--- src/rtl/lcd_score_buffer_if.sv ---
// Score stream from the BNN output layer into the LCD score buffer.
interface lcd_score_buffer_if #(
  parameter int unsigned SCORE_W = 16
) ();
  logic               s_valid;
  logic               s_ready;
  logic [SCORE_W-1:0] s_score;
  logic               s_last;

  modport master (output s_valid, output s_score, output s_last, input s_ready);
  modport slave  (input s_valid, input s_score, input s_last, output s_ready);
endinterface

--- src/rtl/lcd_score_buffer.sv ---
// Collects one frame of class scores, saturates them to display digits, and
// runs the LCD controller through one clear-and-display pass per frame.
module lcd_score_buffer #(
  parameter int unsigned NUM_CLASSES = 10,
  parameter int unsigned SCORE_W     = 16,
  parameter int unsigned DIGIT_W     = 5,
  parameter int unsigned TIMEOUT_CYC = 1024
) (
  input  logic                                 clk,
  input  logic                                 rst,
  lcd_score_buffer_if.slave                    s,
  output logic [NUM_CLASSES-1:0][DIGIT_W-1:0]  values,
  output logic                                 lcd_rst,
  output logic                                 lcd_en,
  input  logic                                 lcd_done,
  output logic                                 busy,
  output logic [3:0]                           argmax,
  output logic                                 frame_err,
  output logic                                 timeout
);

  localparam int unsigned IDX_W = 4;
  localparam int unsigned CNT_W = (TIMEOUT_CYC > 1) ? $clog2(TIMEOUT_CYC) : 1;
  localparam logic [SCORE_W-1:0] DIGIT_MAX = SCORE_W'((2 ** DIGIT_W) - 1);
  localparam logic [IDX_W-1:0]   LAST_IDX  = IDX_W'(NUM_CLASSES - 1);
  localparam logic [CNT_W-1:0]   CNT_LAST  = CNT_W'(TIMEOUT_CYC - 1);

  typedef enum logic [1:0] {
    ST_COLLECT = 2'd0,
    ST_LOAD    = 2'd1,
    ST_WAIT    = 2'd2
  } state_t;

  state_t                              state;
  logic [IDX_W-1:0]                    idx;
  logic [NUM_CLASSES-1:0][DIGIT_W-1:0] shadow;
  logic [SCORE_W-1:0]                  max_val;
  logic [IDX_W-1:0]                    max_idx;
  logic [CNT_W-1:0]                    cnt;

  logic               xfer;
  logic [DIGIT_W-1:0] digit;
  logic               take_max;

  // Incoming digit saturation and running-max update decision.
  always_comb begin
    xfer     = 1'b0;
    digit    = '0;
    take_max = 1'b0;
    xfer     = s.s_valid && s.s_ready;
    digit    = (s.s_score > DIGIT_MAX) ? DIGIT_W'(DIGIT_MAX) : s.s_score[DIGIT_W-1:0];
    take_max = (idx == '0) || (s.s_score > max_val);
  end

  always_ff @(posedge clk) begin
    if (rst) begin
      state     <= ST_COLLECT;
      idx       <= '0;
      shadow    <= '0;
      max_val   <= '0;
      max_idx   <= '0;
      cnt       <= '0;
      values    <= '0;
      lcd_rst   <= 1'b0;
      lcd_en    <= 1'b0;
      busy      <= 1'b0;
      argmax    <= '0;
      frame_err <= 1'b0;
      timeout   <= 1'b0;
      s.s_ready <= 1'b0;
    end else begin
      frame_err <= 1'b0;
      lcd_rst   <= 1'b0;
      case (state)
        ST_COLLECT: begin
          s.s_ready <= 1'b1;
          if (xfer) begin
            shadow[idx] <= digit;
            if (take_max) begin
              max_val <= s.s_score;
              max_idx <= idx;
            end
            if (idx == LAST_IDX) begin
              // Frame is complete on the last slot regardless of s_last.
              frame_err <= !s.s_last;
              idx       <= '0;
              s.s_ready <= 1'b0;
              busy      <= 1'b1;
              state     <= ST_LOAD;
            end else if (s.s_last) begin
              frame_err <= 1'b1;
              idx       <= '0;
              max_val   <= '0;
              max_idx   <= '0;
            end else begin
              idx <= idx + 1'b1;
            end
          end
        end
        ST_LOAD: begin
          values  <= shadow;
          argmax  <= max_idx;
          lcd_rst <= 1'b1;
          lcd_en  <= 1'b1;
          cnt     <= '0;
          state   <= ST_WAIT;
        end
        ST_WAIT: begin
          if (lcd_done) begin
            lcd_en    <= 1'b0;
            busy      <= 1'b0;
            s.s_ready <= 1'b1;
            state     <= ST_COLLECT;
          end else if (cnt == CNT_LAST) begin
            lcd_en    <= 1'b0;
            timeout   <= 1'b1;
            busy      <= 1'b0;
            s.s_ready <= 1'b1;
            state     <= ST_COLLECT;
          end else begin
            cnt <= cnt + 1'b1;
          end
        end
        default: begin
          state <= ST_COLLECT;
        end
      endcase
    end
  end

endmodule

--- src/flat_wrapper.sv ---
// flat-port wrapper written by rule: the top's interface ports become plain ports
module lcd_score_buffer_flat 
#(
  parameter int unsigned NUM_CLASSES = 10,
  parameter int unsigned SCORE_W     = 16,
  parameter int unsigned DIGIT_W     = 5,
  parameter int unsigned TIMEOUT_CYC = 1024
)
  (clk, rst, values, lcd_rst, lcd_en, lcd_done, busy, argmax, frame_err, timeout, s_s_valid, s_s_score, s_s_last, s_s_ready);
  lcd_score_buffer_if #(.SCORE_W(SCORE_W)) s_i ();
  input  logic clk;
  input  logic rst;
  output logic [NUM_CLASSES-1:0][DIGIT_W-1:0] values;
  output logic lcd_rst;
  output logic lcd_en;
  input  logic lcd_done;
  output logic busy;
  output logic [3:0] argmax;
  output logic frame_err;
  output logic timeout;
  input wire logic [$bits(s_i.s_valid)-1:0] s_s_valid;
  input wire logic [$bits(s_i.s_score)-1:0] s_s_score;
  input wire logic [$bits(s_i.s_last)-1:0] s_s_last;
  output wire logic [$bits(s_i.s_ready)-1:0] s_s_ready;
  assign s_i.s_valid = s_s_valid;
  assign s_i.s_score = s_s_score;
  assign s_i.s_last = s_s_last;
  assign s_s_ready = s_i.s_ready;
  lcd_score_buffer #(.NUM_CLASSES(NUM_CLASSES), .SCORE_W(SCORE_W), .DIGIT_W(DIGIT_W), .TIMEOUT_CYC(TIMEOUT_CYC)) u_core (.clk(clk), .rst(rst), .s(s_i), .values(values), .lcd_rst(lcd_rst), .lcd_en(lcd_en), .lcd_done(lcd_done), .busy(busy), .argmax(argmax), .frame_err(frame_err), .timeout(timeout));
endmodule
--- config.mk ---
export PLATFORM = sky130hd
export DESIGN_NAME = lcd_score_buffer_flat
export DESIGN_NICKNAME = d
export VERILOG_FILES = /design/src/rtl/lcd_score_buffer_if.sv /design/src/rtl/lcd_score_buffer.sv /design/src/flat_wrapper.sv
export SDC_FILE = /design/constraint.sdc
export NUM_CORES = 1
export LEC_CHECK = 0
export BUFFER_PORTS_ARGS = -buffer_cell sky130_fd_sc_hd__buf_2
export CORE_MARGIN = 2
export CORE_UTILIZATION = 60
export CTS_CLUSTER_SIZE = 20
export DETAILED_ROUTE_END_ITERATION = 10
export GPL_TIMING_DRIVEN = 0
export PLACE_DENSITY = 0.93
export SYNTH_ARGS = -nofsm -noshare
export SYNTH_HDL_FRONTEND = slang
export SYNTH_SLANG_ARGS = --single-unit
export TNS_END_PERCENT = 1
--- constraint.sdc ---
create_clock -name clk -period 5.8 [get_ports clk]
set_input_delay 0.29 -clock clk [delete_from_list [all_inputs] [get_ports clk]]
set_output_delay 0.29 -clock clk [all_outputs]
set_load 0.02 [all_outputs]
# ---- Yosys cells after proc, flatten, opt, wreduce, memory -nomap -nowiden
# Cells that the tools add are included.
dict set report totals {
  ff_bits 146
  latchBits 0
  mem_bits_rw 0
  mem_bits_ro 0
  in_bits 21
  elab_cells 100
  n_memories 0
}
dict set report op_classes {
  addsub 2
  multipliers 0
  div 0
  n_lt_le_gt_ge 4
  n_eq_ne 9
  shifts 0
  mux 34
  bitwise 3
  n_reduce_logical 16
}
# op n
set op_table {}
lappend op_table {{bitwise mux 50 bit} 1}
lappend op_table {{two-way mux 16 bit} 3}
lappend op_table {{demux 5 bit (select 4 bit)} 1}
lappend op_table {{two-way mux 10 bit} 2}
lappend op_table {{two-way mux 4 bit} 5}
lappend op_table {{one-hot mux 10 bit (2 select lines)} 1}
lappend op_table {{> comparator 16 bit} 1}
lappend op_table {{> comparator 16 x 5 -> 1 bit (second input constant)} 1}
lappend op_table {{two-way mux 1 bit} 11}
lappend op_table {{adder 10 x 1 -> 10 bit (second input constant)} 1}
lappend op_table {{== test 10 bit (second input constant)} 1}
lappend op_table {{two-way mux 5 bit} 2}
lappend op_table {{AND reduction 3 bit} 3}
lappend op_table {{two-way mux 2 bit} 4}
lappend op_table {{one-hot mux 1 bit (2 select lines)} 3}
lappend op_table {{one-hot mux 2 bit (3 select lines)} 1}
lappend op_table {{AND reduction 2 bit} 3}
lappend op_table {{< comparator 4 x 5 -> 1 bit (second input constant)} 1}
lappend op_table {{adder 4 x 1 -> 4 bit (second input constant)} 1}
lappend op_table {{== test 4 bit (second input constant)} 1}
lappend op_table {{>= comparator 4 x 1 -> 1 bit (second input constant)} 1}
lappend op_table {{logical NOT 4 bit} 1}
lappend op_table {{inequality test 2 x 1 -> 1 bit (second input constant)} 2}
lappend op_table {{inequality test 2 bit (second input constant)} 2}
lappend op_table {{other kinds (11)} 15}

# ---- Longest topological paths before layout
dict set report depth {
  depth_word 5
  mapped_depth 9
  depth_no_buf 8
}

# ---- Worst setup path before layout
# OpenSTA, ideal clock, no wires.
dict set report synth_path {
  path_type {register to register}
  startpoint {register u_core.max_val[1]}
  endpoint {register u_core.max_val[10]}
  arrival_ps 1825
  required_ps 5670
  setup_slack_ps 3845
  path_stages_with_launch 10
  synth_period_minus_slack_ps 1955
  path_cell_list {dfxtp_1 inv_1 ha_1 nor2b_1 o211ai_2 a2111oi_1 or3_4 a22oi_4 buf_6 o32ai_1}
}
dict set report synth_between {
  elab_chain_len 5
}
# item line
set synth_lines {}
lappend synth_lines {{start, declared} lcd_score_buffer.sv:37} ;# logic [SCORE_W-1:0] max_val;
lappend synth_lines {{start signal, assigned} lcd_score_buffer.sv:80} ;# max_val <= s.s_score;
lappend synth_lines {{> comparator 16 bit *} lcd_score_buffer.sv:52} ;# take_max = (idx == '0) || (s.s_score > max_val);
lappend synth_lines {{logical OR 1 bit *} lcd_score_buffer.sv:52}
lappend synth_lines {{two-way mux 16 bit *} lcd_score_buffer.sv:79} ;# if (take_max) begin
lappend synth_lines {{two-way mux 16 bit} lcd_score_buffer.sv:90} ;# end else if (s.s_last) begin
lappend synth_lines {{two-way mux 16 bit *} lcd_score_buffer.sv:83} ;# if (idx == LAST_IDX) begin
# Mark *: on every way between the ends. The rest lies on a longest branch, timed or not.
# A chain may end at the register's enable or synchronous reset.

# ---- Worst setup path in the final report
dict set report layout_path {
  startpoint {register u_core.cnt[0]}
  endpoint {register u_core.cnt[4]}
}
dict set report layout_between {
  elab_chain_len 4
  elab_cells_between_ends 7
  classes_between {1 x add/sub; 2 x eq/ne; 3 x mux; 1 x reduce/logical}
}
# item line
set layout_lines {}
lappend layout_lines {{start, declared} lcd_score_buffer.sv:39} ;# logic [CNT_W-1:0] cnt;
lappend layout_lines {{start signal, assigned} lcd_score_buffer.sv:121} ;# cnt <= cnt + 1'b1;
lappend layout_lines {{adder 10 x 1 -> 10 bit} lcd_score_buffer.sv:121}
lappend layout_lines {{two-way mux 10 bit} lcd_score_buffer.sv:114} ;# end else if (cnt == CNT_LAST) begin
lappend layout_lines {{two-way mux 10 bit} lcd_score_buffer.sv:109} ;# if (lcd_done) begin
lappend layout_lines {{one-hot mux 10 bit (2 select lines)} lcd_score_buffer.sv:74} ;# case (state)
# Parallel ways exist; a longest one is shown, timed or not. The select of a mux whose other input is x is not followed.

==> flow_summary_export.csv <==
group,metric,value,unit
place,gpl.final_weighted_congestion,0.972,
hold_path,min-delay-path-class,"in2reg",
finish,ratio_of_cells_with_drive_above_1_in_the_final_layout,0.189,
worst_setup_path,start_kind,"register",
sta,fin_setup_tns,0,ps
clocking,cts_tree,"done",
run_status,outcome,"complete, no violations",
clocking,number_of_buffers_between_clock_root_and_the_deepest_sink,2,
place,port-buffer-count,78,
sta,worst_slew_margin_rel,0.511,
grt,via_count_of_the_first_global_routing_pass,5178,
clocking,post-cts-setup-buffer-count,0,
power,p_sw_frac,0.238,
worst_setup_path,crit_required,6190,ps
power,pwr-share-comb,0.050,
yosys,part_of_the_yosys_area_used_for_sequential_elements,0.492,
sta,tightest_pin_transition,734,ps
clocking,ctsHtreeMaxLevel,4,
power,power.leakage,2.78,nW
route,post_drt_via_cell_ratio,6.04,
floorplanning,die_area,10700,um^2
sta,timing.clock.skew,7.81,ps
power,p_switching,512,uW
grt,grt_start_max_net_pins,17,
grt,globalRouteOverflowTotal,0,
finish,final_cell_area,7060,um^2
clocking,path_clk_slew,60,ps
place,dp.final_hpwl,10200,um
sta,fmax,413,MHz
yosys,synth-warning-count,0,
clocking,cts_inserted_buffers,17,
worst_setup_path,worstSetupEndpointType,"register",
clocking,cts_sinks,146,
sta,hold_violations,0,
floorplanning,ios,81,
grt,grt_pass1_wl,24700,um
finish,layout.nets,774,
yosys,ys_top_cells_by_area,"sky130_fd_sc_hd__dfxtp_1 49%, sky130_fd_sc_hd__mux2i_1 9.4%, sky130_fd_sc_hd__nor2_1 9.0%, sky130_fd_sc_hd__ha_1 5.1%, sky130_fd_sc_hd__a211oi_1 4.3%",
power,power_density,305,nW/um^2
route,highest_metal_layer_with_signal_wires,"met4",
sta,finalCriticalPeriod,2420,ps
run,timing.max_cap.violations,0,
worst_setup_path,critical_path.cell_chain,"ha_1 > nand4_2 > o31ai_1 > nand2_1 > a41oi_1 > a211oi_1",
route,detailroute.via_count,5283,
yosys,postSynthCellCount,632,
clocking,holdBufCountCts,0,
worst_setup_path,timing.critical_path.arrival,2810,ps
yosys,synthFlopType,"sky130_fd_sc_hd__dfxtp_1",
yosys,synthDistinctLibCells,50,
sta,layout_setup_ws,3380,ps
place,preCtsSetupSlack,3480,ps
power,power.sequential.fraction,0.473,
sta,rsz0062_at_grt,"no",
yosys,post_synth.cell_area_avg,9.41,um^2
finish,antennaDiodeCount,0,
yosys,synth.cell_area,5950,um^2
finish,num-fill-cells,611,
power,peakVddDrop,0.191,mV
yosys,post_synth_most_frequent_cells,"146 x sky130_fd_sc_hd__dfxtp_1, 142 x sky130_fd_sc_hd__nor2_1, 56 x sky130_fd_sc_hd__mux2i_1, 38 x sky130_fd_sc_hd__a21oi_1, 34 x sky130_fd_sc_hd__a211oi_1",
worst_setup_path,crit_type,"reg2reg",
floorplanning,start_util,0.614,
place,total_cell_area_at_the_placement_stage,6500,um^2
sta,finalCritPeriodShare,0.417,
yosys,synth-edff-count,0,
power,totalPowerFinal,2.15,mW
route,drtAntennaViolNets,0,
yosys,count_of_state_elements_after_synthesis,146,
yosys,yosys.area.top_type,"sky130_fd_sc_hd__dfxtp_1",
grt,antenna_violations_before_repair,0,
power,power.clock.fraction,0.477,
floorplanning,die_w,104,um
sta,setup_viol,0,
route,dr_wl_met2,7470,um
clocking,clock-root-buffer,"sky130_fd_sc_hd__clkbuf_8",
worst_setup_path,critical-path-slowest-cell,"sky130_fd_sc_hd__o31ai_1",
yosys,synth_top_area_share,0.492,
route,detailroute.wirelength.met3,1210,um
floorplanning,core,9680,um^2
grt,grt_usage,0.287,
yosys,synth_nets,677,
clocking,cts_resized,0,
floorplanning,die_h,104,um
route,drc,0,
yosys,async_reset_ff_frac,0,
power,cellInternalPower,1.64,mW
route,routed_wire_length_per_instance,17.5,um
route,drt-met1-wl,5910,um
finish,areaGrowthSynthToFinish,18.7,%
yosys,synth_most_common_cell,"sky130_fd_sc_hd__dfxtp_1",
clocking,worst_skew_pair_later_pin_latency,540,ps
floorplanning,core.rowCount,36,
sta,timing.final.max_slew_violations,0,
route,dr.first_iter.drc_count,468,
finish,final_core_util,0.729,
route,detail_route.wirelength,15300,um
worst_setup_path,slowest_delay,640,ps
worst_setup_path,critical_path_peak_fanout,5,
route,drt_pre_antenna_iters,6,
[power groups by stage]
stage	clock network [mW]	logic [mW]	registers (mW)
floorplan	0	0.0700	1.04
global placement	0	0.0958	1.04
detailed placement	0	0.102	1.04
CTS	1.03	0.104	1.02
global route	1.08	0.117	1.02
finish	1.03	0.107	1.02
[worst max-delay path, delay by kind of cell (launching register included)]
kind | cells | cell delay, ps
AOI/OAI and AO/OA | 3 | 1070
adders and majority gates | 1 | 300
DFF | 1 | 400
and+or+nand+nor | 2 | 500
[cell usage in the layout (no fill, tap or decap), types with 3 or more instances in the layout]
master,synthesis,layout
sky130_fd_sc_hd__dfxtp_1,146,146
sky130_fd_sc_hd__nor2_1,142,142
sky130_fd_sc_hd__buf_2,10,88
sky130_fd_sc_hd__mux2i_1,56,56
sky130_fd_sc_hd__a21oi_1,38,38
sky130_fd_sc_hd__a211oi_1,34,34
sky130_fd_sc_hd__ha_1,24,24
sky130_fd_sc_hd__inv_1,23,23
sky130_fd_sc_hd__nand2b_1,23,23
sky130_fd_sc_hd__clkbuf_1,19,20
sky130_fd_sc_hd__o32ai_1,18,18
sky130_fd_sc_hd__clkbuf_16,0,16
sky130_fd_sc_hd__nand2_1,14,14
sky130_fd_sc_hd__nand3_1,10,10
sky130_fd_sc_hd__nand4_1,7,7
sky130_fd_sc_hd__nor3_1,5,5
sky130_fd_sc_hd__nor2_2,5,5
sky130_fd_sc_hd__o21ai_0,5,5
sky130_fd_sc_hd__nor2b_1,4,4
sky130_fd_sc_hd__nor4_1,4,4
sky130_fd_sc_hd__clkbuf_8,2,4
sky130_fd_sc_hd__xor2_1,4,4
sky130_fd_sc_hd__inv_6,0,4
sky130_fd_sc_hd__buf_1,3,3
sky130_fd_sc_hd__and2_1,3,3
sky130_fd_sc_hd__and3_1,3,3
sky130_fd_sc_hd__clkinvlp_4,0,3
[layer usage]
metal	vias up	GRT usage
met4	0	0.182
met2	292	0.482
met1	2498	0.331
met5	-	0
met3	87	0.0648
li1	2406	-
[cell type report]
| type | count | area [um^2] | share of cell area |
|---|---|---|---|
| Multi-Input combinational cell | 427 | 2760 | 0.391 |
| Clock inverter | 13 | 126 | 0.0179 |
| Tap cell | 133 | 166 | 0.0236 |
| Sequential cell | 146 | 2920 | 0.414 |
| Buffer | 35 | 171 | 0.0243 |
| Clock buffer | 19 | 432 | 0.0611 |
| Timing Repair Buffer | 78 | 390 | 0.0553 |
| Inverter | 24 | 90.1 | 0.0128 |
[through the flow]
step	hold slack (ps)	cells
floorplan	449	632
global placement	455	843
detailed placement	467	843
CTS	40.7	875
global route	60.9	875
finish	56.3	875
[kinds of logic (layout without fill, tap and decap cells)]
kind of cell,Yosys count,in the layout,synth area share
and+or+nand+nor,228,228,0.176
DFF,146,146,0.492
adders and majority gates,24,24,0.0505
AOI/OAI and AO/OA,113,113,0.135
xor gates and xnor gates,6,6,0.00884
muxes,56,56,0.0943
buffers and inverters,59,169,0.0440
[registers in the layout (all words and copies together) (netlist names)]
signal	count
u_core.frame_err	1
u_core.max_idx	4
u_core.busy	1
u_core.values	50
u_core.idx	4
u_core.state	2
u_core.cnt	10
u_core.lcd_en	1
u_core.timeout	1
u_core.max_val	16
u_core.argmax	4
u_core.lcd_rst	1
u_core.shadow	50
u_core.s.s_ready	1
[path summary, 6_finish.rpt]
kind                                                   from                             end  slack (ps)  depth (start not counted)
worst min-delay path                           s_s_score[6]  u_core.max_val[6]$_SDFFE_PP0P_          60                          3
worst max-delay path             u_core.cnt[0]$_SDFFE_PP0P_      u_core.cnt[4]$_SDFFE_PP0P_        3380                          6
worst max register to register   u_core.cnt[0]$_SDFFE_PP0P_      u_core.cnt[4]$_SDFFE_PP0P_        3380                          6
worst min register to register  u_core.timeout$_SDFFE_PP0P_     u_core.timeout$_SDFFE_PP0P_         480                          2
Power figures use the tool's default switching activity.
